==> src/rtl/uart_arbiter.sv <==
// Purpose: shares one byte-wide UART wrapper between requesters A and B (round-robin TX, owner-routed RX).
// Latency: REQ seen in IDLE cycle N gives U_WR in cycle N+1; DONE pulses one cycle after U_RDY returns high.
// Backpressure: TX waits in IDLE while U_RDY=0; RX holds the byte until the owner's ACK reaches U_ACK.
//
// Ports:
//   CLK, RESET                   clock, asynchronous active-high reset
//   A_REQ/A_DATA/A_DONE          requester A transmit handshake (level REQ, one-cycle DONE)
//   B_REQ/B_DATA/B_DONE          requester B transmit handshake
//   GRANT, BUSY                  current/last transmit owner (0=A, 1=B), FSM not idle
//   RX_OWNER, RX_DATA            receive destination select, received byte
//   A_RDA/A_ACK, B_RDA/B_ACK     per-requester receive pending / consume
//   U_IN/U_WR/U_RDY              UART transmit side
//   U_OUT/U_RDA/U_ACK            UART receive side
module uart_arbiter #(
    parameter int GUARD_CYCLES = 4
) (
    input  logic       CLK,
    input  logic       RESET,
    input  logic       A_REQ,
    input  logic [7:0] A_DATA,
    output logic       A_DONE,
    input  logic       B_REQ,
    input  logic [7:0] B_DATA,
    output logic       B_DONE,
    output logic       GRANT,
    output logic       BUSY,
    input  logic       RX_OWNER,
    output logic [7:0] RX_DATA,
    output logic       A_RDA,
    input  logic       A_ACK,
    output logic       B_RDA,
    input  logic       B_ACK,
    output logic [7:0] U_IN,
    output logic       U_WR,
    input  logic       U_RDY,
    input  logic [7:0] U_OUT,
    input  logic       U_RDA,
    output logic       U_ACK
);

    localparam int GW = (GUARD_CYCLES > 1) ? $clog2(GUARD_CYCLES) : 1;

    typedef enum logic [2:0] {
        IDLE,
        ISSUE,
        START,
        DRAIN,
        COMPLETE
    } state_t;

    state_t          state;
    state_t          state_nxt;
    logic [GW-1:0]   guard_cnt;
    logic [GW-1:0]   guard_nxt;
    logic            last_b;      // last-served requester, 1 = B
    logic            pick_b;

    // ------------------------------------------------------------------
    // Transmit FSM: next state
    // ------------------------------------------------------------------
    always_comb begin
        state_nxt = state;
        guard_nxt = guard_cnt;
        // On a tie the requester that was not served last wins.
        pick_b    = B_REQ & (~A_REQ | ~last_b);
        case (state)
            IDLE: begin
                if (U_RDY && (A_REQ || B_REQ)) begin
                    state_nxt = ISSUE;
                end
            end
            ISSUE: begin
                state_nxt = START;
                guard_nxt = GW'(GUARD_CYCLES - 1);
            end
            START: begin
                // A UART that never drops RDY for a byte is treated as having
                // accepted it once the guard window runs out.
                if (!U_RDY || guard_cnt == '0) begin
                    state_nxt = DRAIN;
                end else begin
                    guard_nxt = guard_cnt - 1'b1;
                end
            end
            DRAIN: begin
                if (U_RDY) begin
                    state_nxt = COMPLETE;
                end
            end
            COMPLETE: begin
                state_nxt = IDLE;
            end
            default: begin
                state_nxt = IDLE;
            end
        endcase
    end

    // ------------------------------------------------------------------
    // Transmit FSM: state and registered outputs
    // ------------------------------------------------------------------
    always_ff @(posedge CLK or posedge RESET) begin
        if (RESET) begin
            state     <= IDLE;
            guard_cnt <= '0;
            last_b    <= 1'b1;
            U_IN      <= 8'h00;
            U_WR      <= 1'b0;
            GRANT     <= 1'b0;
            A_DONE    <= 1'b0;
            B_DONE    <= 1'b0;
        end else begin
            state     <= state_nxt;
            guard_cnt <= guard_nxt;
            U_WR      <= (state_nxt == ISSUE);
            A_DONE    <= (state_nxt == COMPLETE) && !GRANT;
            B_DONE    <= (state_nxt == COMPLETE) && GRANT;
            // Byte and owner are latched only at the grant; later REQ/DATA
            // activity cannot disturb a transfer in flight.
            if (state == IDLE && state_nxt == ISSUE) begin
                U_IN  <= pick_b ? B_DATA : A_DATA;
                GRANT <= pick_b;
            end
            if (state == COMPLETE) begin
                last_b <= GRANT;
            end
        end
    end

    assign BUSY = (state != IDLE);

    // ------------------------------------------------------------------
    // Receive routing
    // ------------------------------------------------------------------
    logic rda_prev;
    logic rx_owner_q;
    logic rx_arrive;
    logic rx_owner_eff;

    assign rx_arrive = U_RDA & ~rda_prev;
    // In the arrival cycle the owner register has not loaded yet, so route
    // from RX_OWNER directly; afterwards the latched owner pins the byte.
    assign rx_owner_eff = rx_arrive ? RX_OWNER : rx_owner_q;

    always_ff @(posedge CLK or posedge RESET) begin
        if (RESET) begin
            rda_prev   <= 1'b0;
            rx_owner_q <= 1'b0;
        end else begin
            rda_prev <= U_RDA;
            if (rx_arrive) begin
                rx_owner_q <= RX_OWNER;
            end
        end
    end

    assign RX_DATA = U_OUT;
    assign A_RDA   = U_RDA & ~rx_owner_eff;
    assign B_RDA   = U_RDA & rx_owner_eff;
    assign U_ACK   = (A_ACK & ~rx_owner_eff) | (B_ACK & rx_owner_eff);

endmodule

==> config.mk <==
export PLATFORM = sky130hd
export DESIGN_NAME = uart_arbiter
export DESIGN_NICKNAME = d
export VERILOG_FILES = /design/src/rtl/uart_arbiter.sv
export SDC_FILE = /design/constraint.sdc
export NUM_CORES = 1
export LEC_CHECK = 0
export ABC_AREA = 0
export CAP_MARGIN = 20
export CORE_MARGIN = 5
export CORE_UTILIZATION = 30
export DETAILED_ROUTE_END_ITERATION = 8
export HOLD_SLACK_MARGIN = 0.08
export SLEW_MARGIN = 30
export SYNTH_ARGS = -nofsm -noshare
export SYNTH_HDL_FRONTEND = slang
export SYNTH_SLANG_ARGS = --single-unit
==> constraint.sdc <==
create_clock -name CLK -period 2.7 [get_ports CLK]
set_input_delay 0.54 -clock CLK [delete_from_list [all_inputs] [get_ports CLK]]
set_output_delay 0.54 -clock CLK [all_outputs]
set_load 0.03 [all_outputs]
==> results.ini <==
[final_layout]
drive_gt1_share_pct = 16.53
syn_to_final_growth_pct = 41.86
nNetsFinal = 156
fin_cells = 167
n_antenna_cell = 0
fin_area_um2 = 1471

[die]
io_pins = 57
initial_utilization_pct = 31.08
core_um2 = 3337
die-width_um = 68.80
dieArea_um2 = 4733
die_h_um = 68.80
rows = 21

[place]
globalplace.congestion = 0.8338
place_ws_ns = -0.1444
portBuffers = 40
hpwl_mm = 1.886
dp_cells = 163
place_area_um2 = 1421

[logic_synthesis]
syn_avg_cell_area_um2 = 12.06
async_flop_share_pct = 100.0
ys_top_cells_by_area = dfrtp_1 (46%), a2bb2oi_2 (12%), buf_4 (8.0%), o32ai_1 (6.8%), mux2i_1 (2.9%)
synth_most_common_cell = dfrtp_1
yosysTopAreaCellShare_pct = 45.84
synth_warnings = 0
synth_ff_type = dfrtp_1
syn_inst = 86
synth_edf_count = 0
yosysUniqueCellTypes = 26
seq_area_frac_synth_pct = 48.37
yosysTopAreaCell = dfrtp_1
synth_common_cells = dfrtp_1 (19), buf_4 (11), a2bb2oi_2 (8), o32ai_1 (8), inv_1 (7)
ys_ff_latch = 20
syn-cell-area_um2 = 1037
syn_nets = 120

[timing]
tightest_slew_ns = 0.7377
fin_crit_ns = 2.576
slew_viol_final = 0
fin_skew_ns = 0.001660
maxSlewHeadroom_pct = 50.76
timing.final.ws_setup_ns = 0.1238
timing.final.hold_violations = 0
min_period_over_period_pct = 95.41
fmax_mhz = 388.2
finalSetupViolations = 0
rsz0062_at_grt = false

[power]
combPwrFrac_pct = 48.8
power.switching_mw = 0.5528
peakVddDrop_mv = 0.3138
p_leak_nw = 0.6043
power_density_nw_per_um2 = 1002
clkPwrFrac_pct = 15.9
power_frac_seq_pct = 35.3
intPower_mw = 0.9221
p_sw_share_pct = 37.48

[route]
drtPass1Iterations = 4
drt-total-wl_mm = 2.431
vias_per_cell = 4.754
wl_per_cell_um = 14.56
drt_iter0_markers = 27
drc = 0
ant_nets = 0
num_vias = 794

[worst_setup_path]
path_class = in2out
worst-path-buf-inv = 2
crit_chain = clkdlybuf4s50_1 > nand2b_1 > mux2i_1 > mux2_1 > dlygate4sd2_1
cp.required_ns = 2.16
critPathMaxFanout = 2
cp_top_family = buffers and inverters
crit_arrival_ns = 2.04
slowest_stage = clkdlybuf4s50_1
cp-end-kind = output pin
cpPeakStageDelay_ns = 0.42
start_kind = input pin

[clock_network]
hold_buffers = 0
path_clk_slew_ns = 0.11
cts_buffers = 3
htree_levels = 1
cts_root_buffer = clkbuf_4
clk_latency_ns = 0.29
post_cts_resize_count = 2
clock_path_buffers = 2
clkSinkCount = 20
post_cts_buffers = 0
cts_tree = yes

[global_route]
grt_pass1_vias = 795
top_usage_layer = met2
grt_max_degree = 21
antenna_found_initial = 0
grt_overflow_total = 0
grt_pass1_wl_mm = 3.712
grtUsageMet2_pct = 16.69
grt.total_usage_pct = 10.65
grt_use_met3_pct = 2.593
grtUsageMet1_pct = 13.42

[worst_hold_path]
min_path_type = reg2reg

[run]
drv_cap = 0

[run_status]
status = finished, final reports clean

through the flow:
step	power [mW]	setup TNS, ns	util, %	hold WS [ns]
final	1.475	0	44.09	0.4894
after global routing	1.570	0	44.09	0.5383
after CTS	1.496	0	44.09	0.4995
after detailed placement	1.258	-0.1791	42.59	0.4830
after global placement	1.242	-0.05074	42.59	0.4619
after floorplan	1.006	0	-	0.4495
cells in the final DEF (no fill, tap or decap):
cell type	instances
a2bb2oi_2	8
nor3_1	1
ha_1	1
o21ai_0	1
dlygate4sd2_1	2
a21oi_1	1
mux2_1	2
and2_1	2
nand2b_1	1
clkbuf_4	3
nor3b_1	1
nand2_1	2
bufinv_16	1
o32ai_1	8
nor2b_1	3
nor4b_2	1
dfrtp_1	19
and3_1	1
and4_1	2
a21oi_2	1
nor2_1	5
dfstp_2	1
buf_4	4
o21a_1	1
a21bo_2	1
inv_1	7
a31o_1	1
mux2i_1	3
clkdlybuf4s50_1	37
path summary, 6_finish.rpt:
| kind | startpoint | end | slack, ns | cells after the start |
|---|---|---|---|---|
| max | U_RDA | U_ACK | 0.12 | 5 |
| min | guard_cnt[0] | guard_cnt[0] | 0.49 | 1 |
| max reg2reg | state[2] | U_IN[6] | 1.13 | 3 |
| min reg2reg | guard_cnt[0] | guard_cnt[0] | 0.49 | 1 |
| max in group asynchronous | RESET | U_IN[4] | 1.56 | 2 |
| min in group asynchronous | RESET | B_DONE | 0.68 | 2 |
state kept, by name (all words and copies together), names as in the netlist:
signal / count
U_IN: 8
state: 3
guard_cnt: 2
A_DONE: 1
B_DONE: 1
GRANT: 1
U_WR: 1
last_b: 1
rda_prev: 1
rx_owner_q: 1
layout make-up:
type | instances | area, um2
clock buffer | 3 | 22.52
clock inverter | 1 | 30.03
fill | 339 | 1866
inverter | 7 | 26.28
multi-input combinational | 47 | 415.4
sequential | 20 | 501.7
tap | 46 | 57.56
timing repair buffer | 43 | 417.9
power by group through the flow:
stage               registers (mW)  clock network [mW]  logic, mW
CTS                          0.520               0.244      0.732
detailed placement           0.526                   0      0.733
global placement             0.523                   0      0.719
floorplan                    0.656                   0      0.350
finish                       0.520               0.235      0.720
global route                 0.538               0.257      0.775
logic make-up after synthesis:
family                     share of synthesized area, %
AOI/OAI and AO/OA                                 22.68
adders and majority gates                         1.206
buffers and inverters                             11.58
DFF                                               48.37
muxes                                             5.066
and+or+nand+nor                                   11.10
per-layer routing:
metal | wire length (um) | part of all wire (%)
met1 | 1084 | 45
met2 | 1081 | 44
met3 | 231 | 9.5
met4 | 34 | 1.4
met5 | 0 | 0
Power figures use the tool's default switching activity.
